--- src/rtl/fn_sw_arb.sv ---
// Two-requester round-robin arbiter for the fn_sw 2:1 switch: burst grants,
// a one-cycle dead gap on ownership change, and registered data out.
// Optional switch counter: define FN_SW_ARB_STAT_EN to add the sw_cnt output.
module fn_sw_arb #(
  parameter int DW        = 1,
  parameter int MAX_BURST = 8
) (
  input  logic          clk,
  input  logic          rst,
  input  logic          req_a,
  input  logic          req_b,
  input  logic [DW-1:0] a,
  input  logic [DW-1:0] b,
  output logic          gnt_a,
  output logic          gnt_b,
  output logic          sel,
  output logic [DW-1:0] y,
  output logic          y_vld,
  output logic          busy
`ifdef FN_SW_ARB_STAT_EN
  ,
  output logic [15:0]   sw_cnt
`endif
);

  localparam int CW = $clog2(MAX_BURST);
  localparam logic [CW-1:0] LAST = CW'(MAX_BURST - 1);

  typedef enum logic [1:0] {IDLE, OWN_A, OWN_B, GAP} state_t;

  // Handshake: a channel may drive data while req_x=1; a sample is transferred
  // on every cycle where gnt_x=1 and req_x=1, and appears on y one cycle later.
  state_t          state, state_n;
  logic [CW-1:0]   burst_cnt, cnt_n;
  logic            last_owner, last_n;  // 0 = A, 1 = B
  logic            sel_q, sel_n;
  logic [DW-1:0]   y_q;
  logic            vld_q;
  logic            take;

  always_comb begin
    state_n = state;
    cnt_n   = burst_cnt;
    last_n  = last_owner;
    sel_n   = sel_q;
    case (state)
      IDLE: begin
        if (req_a && (!req_b || last_owner)) begin
          state_n = OWN_A;
          sel_n   = 1'b0;
          cnt_n   = '0;
        end else if (req_b) begin
          state_n = OWN_B;
          sel_n   = 1'b1;
          cnt_n   = '0;
        end
      end
      OWN_A: begin
        if (req_a && burst_cnt != LAST) begin
          cnt_n = burst_cnt + 1'b1;
        end else if (req_b) begin
          state_n = GAP;
          last_n  = 1'b0;
          sel_n   = 1'b1;
          cnt_n   = '0;
        end else if (req_a) begin
          cnt_n = '0;
        end else begin
          state_n = IDLE;
          last_n  = 1'b0;
          cnt_n   = '0;
        end
      end
      OWN_B: begin
        if (req_b && burst_cnt != LAST) begin
          cnt_n = burst_cnt + 1'b1;
        end else if (req_a) begin
          state_n = GAP;
          last_n  = 1'b1;
          sel_n   = 1'b0;
          cnt_n   = '0;
        end else if (req_b) begin
          cnt_n = '0;
        end else begin
          state_n = IDLE;
          last_n  = 1'b1;
          cnt_n   = '0;
        end
      end
      GAP: begin
        // sel already points at the incoming owner; bail to IDLE if it gave up.
        cnt_n = '0;
        if (sel_q ? req_b : req_a) state_n = sel_q ? OWN_B : OWN_A;
        else                       state_n = IDLE;
      end
      default: state_n = IDLE;
    endcase
  end

  assign take = (state == OWN_A && req_a) || (state == OWN_B && req_b);

  always_ff @(posedge clk) begin
    if (rst) begin
      state      <= IDLE;
      burst_cnt  <= '0;
      last_owner <= 1'b1;
      sel_q      <= 1'b0;
      y_q        <= '0;
      vld_q      <= 1'b0;
    end else begin
      state      <= state_n;
      burst_cnt  <= cnt_n;
      last_owner <= last_n;
      sel_q      <= sel_n;
      vld_q      <= take;
      if (take) y_q <= sel_q ? b : a;
    end
  end

`ifdef FN_SW_ARB_STAT_EN
  always_ff @(posedge clk) begin
    if (rst)                                                        sw_cnt <= '0;
    else if (state_n == GAP && state != GAP && sw_cnt != 16'hFFFF) sw_cnt <= sw_cnt + 16'd1;
  end
`endif

  assign gnt_a = (state == OWN_A);
  assign gnt_b = (state == OWN_B);
  assign sel   = sel_q;
  assign y     = y_q;
  assign y_vld = vld_q;
  assign busy  = (state != IDLE);

endmodule

--- config.mk ---
export PLATFORM = sky130hd
export DESIGN_NAME = fn_sw_arb
export DESIGN_NICKNAME = d
export VERILOG_FILES = /design/src/rtl/fn_sw_arb.sv
export SDC_FILE = /design/constraint.sdc
export NUM_CORES = 1
export LEC_CHECK = 0
export ABC_AREA = 0
export ABC_CLOCK_PERIOD_IN_PS = 2200
export BUFFER_PORTS_ARGS = -buffer_cell sky130_fd_sc_hd__buf_2
export CAP_MARGIN = 20
export CORE_AREA = 2 2 39 41
export DETAILED_ROUTE_END_ITERATION = 12
export DIE_AREA = 0 0 41 43
export PLACE_DENSITY = 0.66
export SYNTH_ARGS = -nofsm -noshare
export SYNTH_HDL_FRONTEND = slang
export SYNTH_SLANG_ARGS = --single-unit
--- constraint.sdc ---
create_clock -name clk -period 2.2 [get_ports clk]
set_clock_uncertainty 0.15 [all_clocks]
set_input_delay 0.66 -clock clk [delete_from_list [all_inputs] [get_ports clk]]
set_output_delay 0.66 -clock clk [all_outputs]
set_load 0.005 [all_outputs]
; ---- Word-level counts from Yosys, hierarchy flattened
; Cells that the tools add are included.
; Widths: inputs -> output; s select.
[word_totals]
reg_bits = 9
output_inout_bits = 6
wordCells = 63
[op_classes]
add_sub_neg = 1
n_eq_ne = 10
n_mux = 31
n_reduce_logical = 15
[ops]
columns = cell, count
row1 = $mux 2, 10
row2 = $mux 1, 13
row3 = $mux 3, 4
row4 = $ne 3x3->1 const B, 4
row5 = $pmux 3 s4, 1
row6 = $reduce_and 5->1, 2
row7 = $pmux 2 s4, 1
row8 = $ne 2x2->1 const B, 3
row9 = $logic_and 1x1->1, 5
row10 = $eq 2x2->1 const B, 2
row11 = $reduce_and 4->1, 1
row12 = $reduce_bool 2->1, 2
row13 = $add 3x1->3 const B, 1
row14 = $pmux 1 s3, 1
row15 = $reduce_bool 3->1, 1
row16 = $eq 2x1->1 const B, 1
row17 = $logic_not 2->1, 1
row18 = $logic_or 1x1->1, 2
row19 = $pmux 1 s2, 1
row20 = $logic_not 1->1, 1

; ---- Logic depth before layout (Yosys ltp)
[depth]
word_depth = 5
depth_mapped = 6
depth_no_buf = 6

; ---- Worst setup path after synthesis
; OpenSTA, ideal clock, no wires.
[synth_path]
kind = register -> register
startpoint = register burst_cnt[0]
endpoint = register state[1]
setup_time_ps = 114
arrival_time_ps = 1435
path_slack_ps = 500
path_stages_with_launch = 7
n_path_buf = 0
cell_sequence = dfxtp_1 -> ha_1 -> ha_1 -> and2_1 -> o32ai_4 -> nor3_1 -> a2bb2o_4
[synth_via]
elab_chain_cells = 4
elab_cells_between_ends = 6
[synth_rtl]
columns = element, line
row1 = "start, declared", 34  ; logic [CW-1:0] burst_cnt, cnt_n;
row2 = "start signal, assigned", 112  ; burst_cnt <= cnt_n;
row3 = $ne 3x3->1 (*), "59, 75"
row4 = "$logic_and 1x1->1, on equally long branches", "75, 59"
row5 = $ne 2x2->1 (no source line), -
row6 = $reduce_and 5->1 (no source line) (*), -
row7 = "end signal, assigned", 111  ; state <= state_n;
row8 = "end, declared", 33  ; state_t state, state_n;
; Mark *: on every way between the ends. The rest lies on a longest branch, timed or not.
; A chain may end at the register's enable or synchronous reset.

; ---- Final worst setup path
[layout_path]
startpoint = register state[0]
endpoint = output port gnt_b
[layout_via]
elab_chain_cells = 1
[layout_rtl]
columns = element, line
row1 = $eq 2x2->1, 128  ; assign gnt_b = (state == OWN_B);
row2 = "end, declared", 15  ; output logic gnt_b,
; Every way passes these cells.

==> flow_summary.toml <==
[route]
vias = 508
postRouteAntennaNets = 0
via_per_inst = 5.347
post_drt_wl_per_cell_um = 12.79
dr.pass1.iters = 4
drc = 0
drt_iter0_drc = 8
drt-total-wl_mm = 1.215

[job]
cap_violations = 0

[logic_synthesis]
synth_top_cell_area_share = 0.3117
ys_types = 27
synth_area_um2 = 578.1
ys_seq_elements = 9
synth_top_area_cell = "dfxtp_1"
netlist_instances = 64
yosysWarnings = 0
synthesis.nets = 77
synth.top_cells.by_area = "dfxtp_1, ha_1, mux2i_1"
synth-seq-area-share = 0.3117
avgSynthCellArea_um2 = 9.032

[setup_path]
crit_arrival_ns = 1.17
cpPeakStageDelay_ns = 0.38
crit_chain = "inv_1 -> ha_1 -> buf_2"
r2r-start = "burst_cnt[0]"
crit_type = "reg -> out"
critical_path_required_ns = 1.39
start_kind = "register"
crit_start = "state[0]"
slowest_stage = "dfxtp_1"
path_max_fanout = 5
end_kind = "output port"

[sta]
layout_setup_ws_ns = 0.2242
rsz0062_at_grt = "no"
min_period_over_period = 0.8981
max_freq_ghz = 0.5061
slew_violations = 0
hold_violations = 0
tns_ns = 0
slew_headroom = 0.7454
fin_crit_ns = 1.976
tightest_slew_ns = 0.3819
setup_viol = 0

[global_routing]
grt_max_degree = 9
grt_antenna_before_repair = 0
grt_pass1_wl_mm = 2.118
overflow = 0
grt_util_all_layers = 0.1809
grt_pass1_vias = 531

[floorplan]
die-area_mm2 = 0.001763
pin_count = 12
start_util = 0.4177
die_w_um = 41
core_mm2 = 0.001384
die_h_um = 43
num_rows = 14

[clocking]
cts_tree = "yes"
htree_levels = 1
root_buffer = "clkbuf_4"
ctsHoldBuffers = 0
cts_setup_buffers = 0
cts_sinks = 9
numCtsBuffers = 3
ctsResizeCount = 0
clockBufferDepth = 2
clk_pin_slew_ns = 0.06
worst_skew_pair.late_latency_ns = 0.26

[power_and_ir_drop]
leakage_nw = 0.3155
vdd.ir_drop.worst_v = 0.0004828
powerDensity_mw_per_mm2 = 1020

[status]
status = "finished clean"

[finish]
synthToLayoutAreaGrowth_pct = 18.18
multiInputGateArea_um2 = 360.3
layout_common_cells = "buf_2, dfxtp_1, inv_1, nor2_1, ha_1"
fillers = 151
drive_gt1_frac = 0.2532
nNetsFinal = 93
final-seq-area_um2 = 180.2
diodes = 0
final_common_cell = "buf_2"

[placed_design]
place_ws_ns = 0.3717
dp_hpwl_um = 933.6
port_buffers = 11
gp_congestion = 0.8657

[min_path]
worstHoldStart = "y"
hp-class = "reg -> reg"
==> Yosys cell counts, drive strengths merged <==
cell type  count
dfxtp          9
inv            9
ha             7
nor2           7
a22oi          4
mux2i          3
nand2          3
nor3           3
o21ai          3
and2           2
a21oi          1
a221oi         1
a2bb2o         1
a2bb2oi        1
a311oi         1
a31oi          1
buf            1
nand3          1
nand3b         1
nor2b          1
o21ba          1
o2bb2ai        1
o311ai         1
o32ai          1
==> state kept, by name (all words and copies together) (netlist names) <==
| name | cells |
|---|---|
| burst_cnt | 3 |
| state | 2 |
| y | 1 |
| y_vld | 1 |
| last_owner | 1 |
| sel | 1 |
==> final timing paths <==
path	slack, ns	to	cells after the start
hold reg to reg	0.33	y	2
setup / recovery	0.22	gnt_b	3
hold / removal	0.33	y	2
setup reg to reg	0.42	state[1]	6
==> where the power goes <==
| part | total, mW | switching [mW] | internal (mW) |
|---|---|---|---|
| logic | 0.337 | 0.176 | 0.161 |
| clock network | 0.127 | 0.0574 | 0.0698 |
| registers | 0.233 | 0.0312 | 0.201 |
==> cell type report <==
| cell class | count | area share |
|---|---|---|
| multi-input cells | 45 | 0.5275 |
| flip-flops and latches | 9 | 0.2637 |
| repair buffers | 12 | 0.09158 |
| inverters | 9 | 0.04945 |
| clock buffers | 4 | 0.03846 |
| well taps | 16 | 0.02930 |
==> critical path: cells and delay by family, from the launching register on <==
family / cells / cell delay (ns)
flip-flops: 1 / 0.38
adder cells (fa/ha/maj): 1 / 0.27
buffers and inverters: 2 / 0.25
==> layer usage <==
| layer | wire length [µm] | GRT usage | share of wire |
|---|---|---|---|
| met5 | 0 | 0 | 0 |
| met2 | 633 | 0.3063 | 0.52 |
| met3 | 65 | 0.08901 | 0.053 |
| met4 | 10 | 0.08667 | 0.0082 |
| met1 | 507 | 0.1677 | 0.42 |
==> cell families (layout without fill, tap and decap cells) <==
kind of cell / Yosys count / after routing / share of synthesized area
and+or+nand+nor: 18 / 18 / 0.1472
AOI/OAI and AO/OA: 17 / 17 / 0.2727
buffers and inverters: 10 / 25 / 0.06492
muxes: 3 / 3 / 0.05195
adders and majority gates: 7 / 7 / 0.1515
DFF: 9 / 9 / 0.3117
==> per-stage QoR <==
stage	cell area, µm²	cells	utilization	total power [mW]	hold slack (ns)
floorplan	578.1	64	-	0.4728	0.3258
global placement	656.9	91	0.4747	0.5633	0.3162
detailed placement	656.9	91	0.4747	0.5717	0.3235
CTS	683.2	95	0.4937	0.7124	0.3412
global route	683.2	95	0.4937	0.7648	0.3930
finish	683.2	95	0.4937	0.6971	0.3347
Power figures use the tool's default switching activity.
